File: src/rtl/buart_param_if.sv
// CPU-side bus of the parametrised UART: transmit strobe/data,
// RX FIFO pop/head and sticky error flags.
interface buart_param_if;
    logic       wr;
    logic [7:0] tx_data;
    logic       busy;
    logic       rd;
    logic       valid;
    logic [7:0] rx_data;
    logic [2:0] err;
    logic       clr_err;

    modport master (
        output wr, tx_data, rd, clr_err,
        input  busy, valid, rx_data, err
    );

    modport slave (
        input  wr, tx_data, rd, clr_err,
        output busy, valid, rx_data, err
    );
endinterface

File: src/rtl/buart_param.sv
// Parametrised full-duplex UART: configurable frame format,
// RX FIFO, false-start rejection and sticky error flags.
module buart_param #(
    parameter int CLKFREQ  = 12000000,
    parameter int BAUD     = 115200,
    parameter int DATABITS = 8,
    parameter int PARITY   = 0,
    parameter int STOPBITS = 1,
    parameter int RXDEPTH  = 4
) (
    input  logic clk,
    input  logic reset,
    input  logic rx,
    output logic tx,
    buart_param_if.slave b
);
    localparam int DIV  = CLKFREQ / BAUD;
    localparam int HALF = DIV / 2;
    localparam int CW   = $clog2(DIV + 1);
    localparam int AW   = $clog2(RXDEPTH);
    localparam logic [CW-1:0] DIV_M1  = CW'(DIV - 1);
    localparam logic [CW-1:0] HALF_M1 = CW'(HALF - 1);
    localparam logic [2:0] LAST_D = 3'(DATABITS - 1);
    localparam logic [2:0] LAST_S = 3'(STOPBITS - 1);
    localparam logic [7:0] MASK   = 8'((16'd1 << DATABITS) - 16'd1);
    localparam logic ODD    = (PARITY == 1);
    localparam logic HASPAR = (PARITY != 0);
    localparam logic [AW:0] FULL = (AW+1)'(RXDEPTH);

    typedef enum logic [2:0] {
        T_IDLE, T_START, T_DATA, T_PAR, T_STOP
    } tx_st_t;

    typedef enum logic [2:0] {
        R_IDLE, R_START, R_DATA, R_PAR, R_STOP, R_WAIT
    } rx_st_t;

    tx_st_t        ts_q, ts_d;
    logic [CW-1:0] tcnt_q, tcnt_d;
    logic [2:0]    tbit_q, tbit_d;
    logic [7:0]    tsh_q, tsh_d;
    logic          tpar_q, tpar_d;
    logic          tx_q, tx_d;
    logic          busy_q, busy_d;
    logic          tend;
    logic [7:0]    tx_m;

    rx_st_t        rs_q, rs_d;
    logic [CW-1:0] rcnt_q, rcnt_d;
    logic [2:0]    rbit_q, rbit_d;
    logic [7:0]    rsh_q, rsh_d;
    logic          rpar_q, rpar_d;
    logic          s1_q, s2_q, s3_q;
    logic          rhit, push, set_fe, set_pe;
    logic [7:0]    rword;

    logic [7:0]    mem_q [RXDEPTH];
    logic [7:0]    mem_d [RXDEPTH];
    logic [AW-1:0] wp_q, wp_d, rp_q, rp_d;
    logic [AW:0]   cnt_q, cnt_d;
    logic [2:0]    err_q, err_d;
    logic          pop, full, wen;

    assign tx_m = b.tx_data & MASK;
    assign tend = (tcnt_q == DIV_M1);

    always_comb begin
        ts_d   = ts_q;
        tcnt_d = tend ? '0 : tcnt_q + 1'b1;
        tbit_d = tbit_q;
        tsh_d  = tsh_q;
        tpar_d = tpar_q;
        tx_d   = tx_q;
        busy_d = busy_q;
        unique case (ts_q)
            T_IDLE: begin
                tcnt_d = '0;
                if (b.wr) begin
                    ts_d   = T_START;
                    tx_d   = 1'b0;
                    busy_d = 1'b1;
                    tsh_d  = tx_m;
                    tpar_d = (^tx_m) ^ ODD;
                end
            end
            T_START: if (tend) begin
                ts_d   = T_DATA;
                tbit_d = '0;
                tx_d   = tsh_q[0];
            end
            T_DATA: if (tend) begin
                if (tbit_q == LAST_D) begin
                    tbit_d = '0;
                    ts_d   = HASPAR ? T_PAR : T_STOP;
                    tx_d   = HASPAR ? tpar_q : 1'b1;
                end else begin
                    tbit_d = tbit_q + 1'b1;
                    tsh_d  = {1'b0, tsh_q[7:1]};
                    tx_d   = tsh_q[1];
                end
            end
            T_PAR: if (tend) begin
                ts_d   = T_STOP;
                tbit_d = '0;
                tx_d   = 1'b1;
            end
            T_STOP: if (tend) begin
                if (tbit_q == LAST_S) begin
                    ts_d   = T_IDLE;
                    busy_d = 1'b0;
                end else begin
                    tbit_d = tbit_q + 1'b1;
                end
            end
            default: ts_d = T_IDLE;
        endcase
    end

    // START samples half a bit after the edge, later samples hit bit centres
    assign rhit = (rs_q == R_START) ? (rcnt_q == HALF_M1)
                                    : (rcnt_q == DIV_M1);
    assign rword = 8'(rsh_q >> (8 - DATABITS));

    always_comb begin
        rs_d   = rs_q;
        rcnt_d = rhit ? '0 : rcnt_q + 1'b1;
        rbit_d = rbit_q;
        rsh_d  = rsh_q;
        rpar_d = rpar_q;
        push   = 1'b0;
        set_fe = 1'b0;
        set_pe = 1'b0;
        unique case (rs_q)
            R_IDLE: begin
                rcnt_d = '0;
                if (s3_q && !s2_q) rs_d = R_START;
            end
            R_START: if (rhit) begin
                if (s2_q) begin
                    rs_d = R_IDLE;
                end else begin
                    rs_d   = R_DATA;
                    rbit_d = '0;
                    rpar_d = ODD;
                end
            end
            R_DATA: if (rhit) begin
                rsh_d  = {s2_q, rsh_q[7:1]};
                rpar_d = rpar_q ^ s2_q;
                if (rbit_q == LAST_D) rs_d = HASPAR ? R_PAR : R_STOP;
                else rbit_d = rbit_q + 1'b1;
            end
            R_PAR: if (rhit) begin
                rpar_d = rpar_q ^ s2_q;
                rs_d   = R_STOP;
            end
            R_STOP: if (rhit) begin
                rs_d = s2_q ? R_IDLE : R_WAIT;
                if (!s2_q) set_fe = 1'b1;
                else if (HASPAR && rpar_q) set_pe = 1'b1;
                else push = 1'b1;
            end
            R_WAIT: begin
                rcnt_d = '0;
                if (s2_q) rs_d = R_IDLE;
            end
            default: rs_d = R_IDLE;
        endcase
    end

    assign pop  = b.rd && (cnt_q != '0);
    assign full = (cnt_q == FULL);
    assign wen  = push && (!full || pop);

    always_comb begin
        mem_d = mem_q;
        wp_d  = wp_q;
        rp_d  = rp_q;
        if (wen) begin
            mem_d[wp_q] = rword;
            wp_d = wp_q + 1'b1;
        end
        if (pop) rp_d = rp_q + 1'b1;
        cnt_d = cnt_q + (AW+1)'(wen) - (AW+1)'(pop);
        err_d = b.clr_err ? 3'b000 : err_q;
        err_d = err_d | {push && full && !pop, set_pe, set_fe};
    end

    always_ff @(posedge clk) begin
        if (reset) begin
            ts_q   <= T_IDLE;
            tcnt_q <= '0;
            tbit_q <= '0;
            tsh_q  <= '0;
            tpar_q <= 1'b0;
            tx_q   <= 1'b1;
            busy_q <= 1'b0;
            rs_q   <= R_IDLE;
            rcnt_q <= '0;
            rbit_q <= '0;
            rsh_q  <= '0;
            rpar_q <= 1'b0;
            s1_q   <= 1'b1;
            s2_q   <= 1'b1;
            s3_q   <= 1'b1;
            mem_q  <= '{default: '0};
            wp_q   <= '0;
            rp_q   <= '0;
            cnt_q  <= '0;
            err_q  <= '0;
        end else begin
            ts_q   <= ts_d;
            tcnt_q <= tcnt_d;
            tbit_q <= tbit_d;
            tsh_q  <= tsh_d;
            tpar_q <= tpar_d;
            tx_q   <= tx_d;
            busy_q <= busy_d;
            rs_q   <= rs_d;
            rcnt_q <= rcnt_d;
            rbit_q <= rbit_d;
            rsh_q  <= rsh_d;
            rpar_q <= rpar_d;
            s1_q   <= rx;
            s2_q   <= s1_q;
            s3_q   <= s2_q;
            mem_q  <= mem_d;
            wp_q   <= wp_d;
            rp_q   <= rp_d;
            cnt_q  <= cnt_d;
            err_q  <= err_d;
        end
    end

    assign tx        = tx_q;
    assign b.busy    = busy_q;
    assign b.valid   = (cnt_q != '0);
    assign b.rx_data = mem_q[rp_q];
    assign b.err     = err_q;
endmodule

File: src/flat_wrapper.sv
// flat-port wrapper written by rule: the top's interface ports become plain ports
module buart_param_flat 
#(
    parameter int CLKFREQ  = 12000000,
    parameter int BAUD     = 115200,
    parameter int DATABITS = 8,
    parameter int PARITY   = 0,
    parameter int STOPBITS = 1,
    parameter int RXDEPTH  = 4
)
  (clk, reset, rx, tx, b_wr, b_tx_data, b_rd, b_clr_err, b_busy, b_valid, b_rx_data, b_err);
  buart_param_if b_i ();
  input  logic clk;
  input  logic reset;
  input  logic rx;
  output logic tx;
  input wire logic [$bits(b_i.wr)-1:0] b_wr;
  input wire logic [$bits(b_i.tx_data)-1:0] b_tx_data;
  input wire logic [$bits(b_i.rd)-1:0] b_rd;
  input wire logic [$bits(b_i.clr_err)-1:0] b_clr_err;
  output wire logic [$bits(b_i.busy)-1:0] b_busy;
  output wire logic [$bits(b_i.valid)-1:0] b_valid;
  output wire logic [$bits(b_i.rx_data)-1:0] b_rx_data;
  output wire logic [$bits(b_i.err)-1:0] b_err;
  assign b_i.wr = b_wr;
  assign b_i.tx_data = b_tx_data;
  assign b_i.rd = b_rd;
  assign b_i.clr_err = b_clr_err;
  assign b_busy = b_i.busy;
  assign b_valid = b_i.valid;
  assign b_rx_data = b_i.rx_data;
  assign b_err = b_i.err;
  buart_param #(.CLKFREQ(CLKFREQ), .BAUD(BAUD), .DATABITS(DATABITS), .PARITY(PARITY), .STOPBITS(STOPBITS), .RXDEPTH(RXDEPTH)) u_core (.clk(clk), .reset(reset), .rx(rx), .tx(tx), .b(b_i));
endmodule
File: config.mk
export PLATFORM = sky130hd
export DESIGN_NAME = buart_param_flat
export DESIGN_NICKNAME = d
export VERILOG_FILES = /design/src/rtl/buart_param_if.sv /design/src/rtl/buart_param.sv /design/src/flat_wrapper.sv
export SDC_FILE = /design/constraint.sdc
export NUM_CORES = 1
export LEC_CHECK = 0
export BUFFER_PORTS_ARGS = -buffer_cell sky130_fd_sc_hd__buf_4
export CAP_MARGIN = 20
export CORE_MARGIN = 8
export CORE_UTILIZATION = 60
export DETAILED_ROUTE_END_ITERATION = 12
export PLACE_DENSITY = 0.81
export SETUP_SLACK_MARGIN = 0.3
export SYNTH_ARGS = -nofsm -noshare
export SYNTH_HDL_FRONTEND = slang
export SYNTH_SLANG_ARGS = --single-unit
File: constraint.sdc
create_clock -name clk -period 2.95 [get_ports clk]
set_clock_uncertainty 0.05 [all_clocks]
set_input_delay 0.4425 -clock clk [delete_from_list [all_inputs] [get_ports clk]]
set_output_delay 0.4425 -clock clk [all_outputs]
set_load 0.02 [all_outputs]
Word-level counts from Yosys, hierarchy flattened
Cells that the tools add are included.
{ "op_classes": {"n_mux": 57, "reduce_logical": 30, "bitwise_logic": 3, "eq_ne": 34, "add_sub_neg": 8, "n_lt_le_gt_ge": 3} }
{ "op_table": {"columns": ["cell", "count"], "rows": [
  ["two-way mux 3 bit", 25],
  ["two-way mux 8 bit", 6],
  ["bitwise mux 32 bit", 1],
  ["!= test 2 x 1 -> 1 bit (second input constant)", 14],
  ["equality test 3 bit (second input constant)", 6],
  ["case mux 3 bit (6 select lines)", 1],
  ["binary-select mux 8 bit (select 2 bit)", 1],
  ["demux 8 bit (select 2 bit)", 1],
  ["case mux 8 bit (2 select lines)", 1],
  ["two-way mux 1 bit", 15],
  ["case mux 3 bit (5 select lines)", 1],
  ["AND reduction 5 bit", 3],
  ["adder 7 x 1 -> 7 bit (second input constant)", 2],
  ["equality test 7 bit (second input constant)", 2],
  ["AND reduction 7 bit", 2],
  ["equality test 3 x 2 -> 1 bit (second input constant)", 4],
  ["!= test 2 bit (second input constant)", 5],
  ["zero test 3 bit", 3],
  ["case mux 3 bit (3 select lines)", 1],
  ["AND reduction 4 bit", 2],
  ["equality test 7 x 6 -> 1 bit (second input constant)", 1],
  ["adder 3 x 1 -> 3 bit (second input constant)", 2],
  ["equality test 3 x 1 -> 1 bit (second input constant)", 2],
  [">= comparator 3 bit (second input constant)", 2],
  ["20 further kinds", 32]
]} }
{ "totals": {"ff_bits": 89, "inputBits": 14, "output_inout_bits": 14, "wordCells": 156} }

Depth between registers and ports, before layout
Gate-level depths: netlist of the first run.
{ "depth": {"ltp_word": 7, "ltp_mapped": 10, "ltp_nobuf": 10} }

Worst setup path before layout of the first run
OpenSTA, ideal clock, no wires.
{ "synth_path": {"kind": "register to register", "from": "register u_core.cnt_q[1]", "to": "register u_core.cnt_q[2]", "stages_incl_launch_ff": 11, "synth_period_minus_slack_ps": 2369, "required_time_ps": 2772, "n_path_buf": 0, "t_arrival_ps": 2192, "path_slack_ps": 581, "setup_time_ps": 128, "cell_sequence": "dfxtp_1 -> or3_1 -> and2_1 -> ha_1 -> inv_1 -> ha_1 -> inv_1 -> fa_1 -> xor2_1 -> xnor2_1 -> nor2_1"} }
{ "synth_via": {"elab_chain_cells": 6, "elab_cells_between_ends": 8, "cone_classes": "2 x add/sub; 1 x eq/ne; 5 x reduce/logical"} }
{ "synth_lines": {"columns": ["item", "line_no", "source"], "rows": [
  ["start, declared", "buart_param.sv:60", "logic [AW:0] cnt_q, cnt_d;"],
  ["start signal, assigned", "buart_param.sv:230", "cnt_q <= cnt_d;"],
  ["nonzero test 3 bit *", null, null],
  ["net b_valid", "flat_wrapper.sv:22", "output wire logic [$bits(b_i.valid)-1:0] b_valid;"],
  ["logical AND 1 bit *", "buart_param.sv:171", "assign pop = b.rd && (cnt_q != '0);"],
  ["logical OR 1 bit", "buart_param.sv:173", "assign wen = push && (!full || pop);"],
  ["logical AND 1 bit", "buart_param.sv:173", null],
  ["adder 3 x 1 -> 3 bit", "buart_param.sv:184", "cnt_d = cnt_q + (AW+1)'(wen) - (AW+1)'(pop);"],
  ["subtractor 3 x 1 -> 3 bit *", "buart_param.sv:184", null]
]} }
The timed path passes the listed nets; every way through them passes the cells marked *.
A chain may end at the register's enable or synchronous reset.

Worst setup path after layout of the first run
{ "layout_path": {"from": "register u_core.rp_q[0]", "to": "output b_rx_data[6]"} }
{ "layout_via": {"elab_chain_cells": 4} }
{ "layout_lines": {"columns": ["item", "line_no", "source"], "rows": [
  ["start, declared", "buart_param.sv:59", "logic [AW-1:0] wp_q, wp_d, rp_q, rp_d;"],
  ["start signal, assigned", "buart_param.sv:229", "rp_q <= rp_d;"],
  ["NOT 2 -> 3 bit (implied by the code)", "buart_param.sv:238", "assign b.rx_data = mem_q[rp_q];"],
  ["binary-select mux 8 bit (select 2 bit)", "buart_param.sv:238", null],
  ["two-way mux 8 bit (implied by the code) (2 in series)", "buart_param.sv:238", null],
  ["end, declared", "flat_wrapper.sv:23", "output wire logic [$bits(b_i.rx_data)-1:0] b_rx_data;"]
]} }
No other way between the ends. The select of a mux whose other input is x is not followed.

==> results.md, run 1 <==
* Syn Std Cell Area at 0.00396 mm^2
* GRT Total Usage at 16.6%
* Reg2Reg Depth at 10
* Highest clock rate at around 420 MHz
* Critical R2R Capture: u_core.cnt_q[2]
* CORE AREA at roughly 0.0064 mm^2
* Element type at the critical path start: flip-flop
* Crit path from: u_core.rp_q[0]
* First-pass GRT wire length at around 13000 um
* Worst EP required at ~2500 ps
* Max Cap Viol at 0
* Synth warn at 0
* Clock Pin Slew Worst Setup and Hold Paths at 80 ps
* Post-Place Worst Slack at 392 ps
* Top FF cell, synth: dfxtp_1
* Largest net degree at the start of global routing at 46
* Sequential cell area at 0.00176 mm^2
* Worst hold path class: in -> reg
* Antenna violations before repair at 0
* Slowest stage delay, CP at 730 ps
* VDD IR-drop max at approximately 750 uV
* Starting Density at 62.0%
* Die ar. at 0.00946 mm^2
* Synth-to-Final Area Change at 12.7%
* ANT nets after route at 0
* Fin. Hold Viols at 0
* CP arrival at 1870 ps
* Footprint of the multi-input gates at 0.00208 mm^2
* Final period demand of the worst path at 2360 ps
* Unrepaired setup endpoints after global routing: false
* FFs w/ async S/R, synth at 0%
* Overflow after GRT at 0
* Core Util, Final at 69.9%
* Crit path cell chain: mux4_2 > buf_4
* PD cells at 549 mW/mm^2
* Slew @ Worst Pin at 625 ps
* Final net count at 457
* Layout cells sized above 1 at a little under a fifth
* Mapped Cells at 406
* Starting DRT DRC Count at about 140
* DR DRC count at 0
* CP endpoint: b_rx_data[6]
* Placement Cell Area at 0.00424 mm^2
* Io pins at 28
* Top cells by area, synth: dfxtp_1 44%, mux2i_1 13%, nor2_1 7.4%
* Cell count along the critical path at 2
* CTS Buf Count at 9
* WL final at 7510 um
* Vias in the first global route at ~2900
* Setup slack, reg-to-reg at about 600 ps
* Pleak at between 1.5 and 2 nW
* Fillers at between 400 and 500
* Yosys top cell area share at between 40% and 50%
* CTS tree: built
* Die boundary width at just under 100 um
* DR vias/cell at approximately 5.6
* Design Area, Final at 0.00447 mm^2
* Pins Over Slew Limit at 0
* Sequential area share after synthesis at 44.5%
* Crit path max-delay family: flip-flops
* Die Y at 97.3 um
* Clock latency at the later pin of the worst-skew pair at 360 ps
* Worst r2r src: u_core.cnt_q[1]
* Port bufs at 26
* Setup violators final at 0
* CTS H-Tree Depth at 3
* Syn nets at 434
* Routability cong. at between 0.7 and 0.8
* # diodes at 0
* WL/cell at roughly 15 um
* Post-Place Cells at between 400 and 500
* CP max-delay cell: dfxtp_1
* Slew headroom at around three fifths
* Yosys cell types at 50
* Mean post-synth cell area at just under 10 um^2
* Final setup TNS at 0 ps
* CTS Root Buffer Type: clkbuf_8
* Clk sinks at 88
* Crit Path Class: reg -> out
* Status: completed
* Period Utilization, post-route at 80.0%
* Maximum buffer depth of the clock tree at 2
* Via count at about 2900
* Final setup margin at 589 ps
* CP bufs+invs at 1
* FP Rows at 29
* DP HPWL at 5030 um
* Largest area contributor in the netlist: dfxtp_1
* Drt pass-1 iters at 4
* Layout Cells excl Fill at 511
* Crit end category: primary output
* Worst Path Max Fanout at 10
* Post-synth EDFFs at 0
* Synthesized flop and latch total at 88
[cell usage after synthesis, types with 4 or more instances]
master / instances
dfxtp_1: 88
nor2_1: 78
mux2i_1: 50
clkbuf_1: 15
inv_1: 15
ha_1: 13
a21oi_1: 11
a211oi_1: 9
nand2b_1: 9
nand3_1: 9
mux4_2: 8
xnor2_1: 8
nand2_1: 7
nor2b_1: 7
o21ai_0: 7
nor3_1: 6
xor2_1: 6
buf_2: 5
or2_2: 5
and3_1: 4
nor3b_1: 4
nor4b_1: 4
[cells in the final DEF (no fill, tap or decap), drive strengths merged, types with 9 or more instances in the layout]
cell and count:
buf 36, inv 16, dfxtp 88, nand3 9, a21oi 11, ha 13, clkbuf 10, a211oi 9
mux2i 51, nor2 78, nand2b 9
[final cells by class]
type / count / share of cell area, %
clock buffer: 10 / 2.86
clock inverter: 6 / 1.54
inverter: 15 / 1.26
multi-input combinational: 279 / 46.6
sequential: 88 / 39.5
tap: 77 / 2.16
timing repair buffer: 36 / 6.05
[flip-flops by register name, indices dropped and copies added, names as in the netlist, 7 cells and up]
signal and flops:
u_core.mem_q 32, u_core.rsh_q 8, u_core.tsh_q 8, u_core.rcnt_q 7
u_core.tcnt_q 7
[worst reg2reg max path: cells and delay by family, from the launching register on]
| family | cells | cell delay (ps) |
|---|---|---|
| flip-flops | 1 | 360 |
| AND/OR/NAND/NOR | 3 | 650 |
| buffers and inverters | 2 | 100 |
| adder cells (fa/ha/maj) | 3 | 770 |
| XOR/XNOR | 2 | 300 |
[through the flow]
stage / power (mW) / hold slack, ps
finish: 2.45 / 213
global placement: 1.63 / 347
CTS: 2.48 / 204
global route: 2.57 / 208
detailed placement: 1.65 / 354
floorplan: 1.56 / 339
[cells by family (layout without fill, tap and decap cells)]
group / after synthesis / after routing / synth area share [%]
adders and majority gates: 14 / 14 / 4.61
DFF: 88 / 88 / 44.5
other: 1 / 1 / 0.0946
muxes: 60 / 60 / 17.8
xor gates and xnor gates: 14 / 14 / 3.09
AOI/OAI and AO/OA: 43 / 43 / 7.17
and+or+nand+nor: 147 / 147 / 18.5
buffers and inverters: 39 / 67 / 4.23
[power by group]
group	leakage (nW)	switching [mW]	internal (mW)
Combinational	0.901	0.149	0.166
Clock	0.0968	0.436	0.396
Sequential	0.714	0.0713	1.23
[metal layers]
metal	global-route usage (%)	share of wire, %	vias up
li1	-	-	1439
met1	20.3	46	1380
met3	3.41	3.1	11
met2	27.0	49	42
met4	8.74	1.9	0
met5	0	0	-
[repair_timing]
action,in CTS,in global routing
hold buffers,0,0
gates resized for setup,0,6
setup buffers,0,0
hold endpoints to repair,0,0
setup endpoints to repair,0,2
[how the worst min path moves through the flow]
stage | start | cells past startpoint | end | slack [ps]
2_1_floorplan | u_core.s1_q | 1 | u_core.s2_q | 340
3_3_place_gp | u_core.s1_q | 1 | u_core.s2_q | 350
3_5_place_dp | u_core.s1_q | 1 | u_core.s2_q | 350
4_1_cts | rx | 2 | u_core.s1_q | 200
5_1_grt | rx | 2 | u_core.s1_q | 210
6_report | rx | 2 | u_core.s1_q | 210
Note: power is estimated with default switching activity, not from simulation.
==> run 2: changes to the inputs <==
Clock period 2.95 ns to 2.2 ns, I/O delays scaled along.
==> results.md, run 2 (synthesized netlist as in run 1, its figures left out) <==
* Worst hold start: rx (unchanged)
* CTS Root Buffer Type: clkbuf_8 (unchanged)
* GRT Total Usage at 16.8% (was 16.6%)
* Die ar. at 0.00946 mm^2 (unchanged)
* Overflow after GRT at 0 (unchanged)
* Final setup margin at 76.6 ps (was 589 ps)
* Starting Density at 62.0% (unchanged)
* CP endpoint: u_core.cnt_q[2] (was b_rx_data[6])
* Crit path from: u_core.cnt_q[1] (was u_core.rp_q[0])
* Largest net degree at the start of global routing at 34 (was 46)
* Highest clock rate at 471 MHz
* Leading cell type in the layout, fill and taps excluded: nor2_1 (was dfxtp_1)
* Critical R2R Capture: u_core.cnt_q[2] (unchanged)
* CORE AREA at 0.00639 mm^2 (unchanged)
* ANT nets after route at 0 (unchanged)
* Crit Path Class: reg -> reg (was reg -> out)
* First-pass GRT wire length at 13400 um (was 13200 um)
* Final net count at 472 (was 457)
* Number of flip-flops under the largest register name at 32 (unchanged)
* CP arrival at 2310 ps (was 1870 ps)
* Fillers at 434 (was 488)
* Antenna violations before repair at 0 (unchanged)
* Port bufs at 26 (unchanged)
* VDD IR-drop max at 820 uV (was 746 uV)
* Worst r2r src: u_core.cnt_q[1] (unchanged)
* Total power at 3.34 mW (was 2.45 mW)
* Clock latency at the later pin of the worst-skew pair at 350 ps (was 360 ps)
* Io pins at 28 (unchanged)
* Design Area, Final at 0.00480 mm^2 (was 0.00447 mm^2)
* # diodes at 0 (unchanged)
* CTS tree: built (unchanged)
* Commonest non-fill, non-tap cells in the layout: 77 x nor2_1, 74 x dfxtp_1, 48 x mux2i_1, 36 x buf_4 (was 86 x dfxtp_1, 78 x nor2_1, 50 x mux2i_1, 36 x buf_4, 15 x inv_1)
* CTS H-Tree Depth at 3 (unchanged)
* DR vias/cell at 5.68 (was 5.62)
* Layout Cells excl Fill at 525 (was 511)
* Crit end category: flip-flop (was primary output)
* Period Utilization, post-route at ~97%
* Maximum buffer depth of the clock tree at 2 (unchanged)
* Setup slack, reg-to-reg at 80 ps (was 600 ps)
* Layout cells sized above 1 at 28.3% (was 18.2%)
* WL final at 8400 um (was 7510 um)
* FP Rows at 29 (unchanged)
* Vias in the first global route at 2977 (was 2868)
* CTS Buf Count at 9 (unchanged)
* Reg2Reg Depth at 10 (unchanged)
* Element type at the critical path start: flip-flop (unchanged)
* Max Cap Viol at 0 (unchanged)
* DR DRC count at 0 (unchanged)
* Worst EP required at 2390 ps (was 2460 ps)
* Hold bufs inserted after CTS at 0 (unchanged)
* Setup violators final at 0 (unchanged)
* Status: completed (unchanged)
* Worst Path Max Fanout at 2 (was 10)
* Final period demand of the worst path at 2120 ps
* Via count at 2981 (was 2872)
* Placement Cell Area at 0.00441 mm^2 (was 0.00424 mm^2)
* Final setup TNS at 0 ps (unchanged)
* Routability cong. at 0.779 (was 0.777)
* DP HPWL at 5370 um (was 5030 um)
* Fin. Hold Viols at 0 (unchanged)
* Post-Place Cells at 505 (was 495)
* Die Y at 97.3 um (unchanged)
* WL/cell at 16.0 um (was 14.7 um)
* Pleak at 1.83 nW (was 1.71 nW)
* Top flop regs: u_core.mem_q (32), u_core.rsh_q (8), u_core.tsh_q (8) (unchanged)
* Post-Place Worst Slack at 24.3 ps (was 392 ps)
* Starting DRT DRC Count at 169 (was 141)
* Drt pass-1 iters at 4 (unchanged)
* Worst hold path class: in -> reg (unchanged)
* Pins Over Slew Limit at 0 (unchanged)
* Clock Pin Slew Worst Setup and Hold Paths at 80 ps (about the same)
* Most flops, register: u_core.mem_q (unchanged)
* Clk sinks at 88 (unchanged)
* PD cells at 696 mW/mm^2 (was 549 mW/mm^2)
* Unrepaired setup endpoints after global routing: true (was false)
* Die boundary width at 97.3 um (unchanged)
* Synth-to-Final Area Change at 21.0% (was 12.7%)
-- run 2: what timing repair did --
item                                    4_1_cts  5_1_grt
endpoints found under the setup margin       57       64
buffers inserted                              3        1
gates resized for setup                      21       30
pin swaps                                     8       11
cloned                                        0        1
-- run 2: area by class of cell --
type	count	area, um^2	share of cell area (%)
Clock inverter	5	33.8	0.704
Tap cell	77	96.3	2.01
Multi-Input combinational cell	279	2260	47.0
Sequential cell	88	1780	37.2
Clock buffer	10	128	2.66
Inverter	15	56.3	1.17
Timing Repair Buffer	51	442	9.21
-- run 2: worst min path at each step --
stage / to / slack [ps] / depth (start not counted)
after floorplan: u_core.s2_q / 340 / 1
after global placement: u_core.s2_q / 350 / 1
after detailed placement: u_core.s2_q / 350 / 1
after CTS: u_core.s1_q / 100 / 2
after global routing: u_core.s1_q / 100 / 2
final: u_core.s1_q / 110 / 2
-- run 2: routing by layer --
layer | vias up | wire length, um | global-route usage, %
met4 | 0 | 94 | 4.55
met3 | 11 | 343 | 4.84
met2 | 57 | 4370 | 30.3
met1 | 1447 | 3580 | 18.7
met5 | - | 0 | 0
li1 | 1466 | - | -
-- run 2: critical path, stage by stage (launching register included) --
cell     delay (ps)
dfxtp_2         330
or3_4           380
and2_4          160
ha_4            210
inv_2            60
ha_4            120
inv_2            30
fa_2            320
xor2_1          150
xnor2_1         150
nor2_1           50
-- run 2: power by group --
| part | internal (mW) | switching (mW) |
|---|---|---|
| sequential | 1.67 | 0.0522 |
| clock | 0.404 | 0.558 |
| combinational | 0.356 | 0.303 |
-- run 2: metrics by stage --
| stage | utilization [%] | hold WS (ps) |
|---|---|---|
| 2_1_floorplan | - | 339 |
| 3_3_place_gp | 69.1 | 346 |
| 3_5_place_dp | 69.1 | 349 |
| 4_1_cts | 73.0 | 97.0 |
| 5_1_grt | 75.1 | 100 |
| 6_report | 75.1 | 112 |
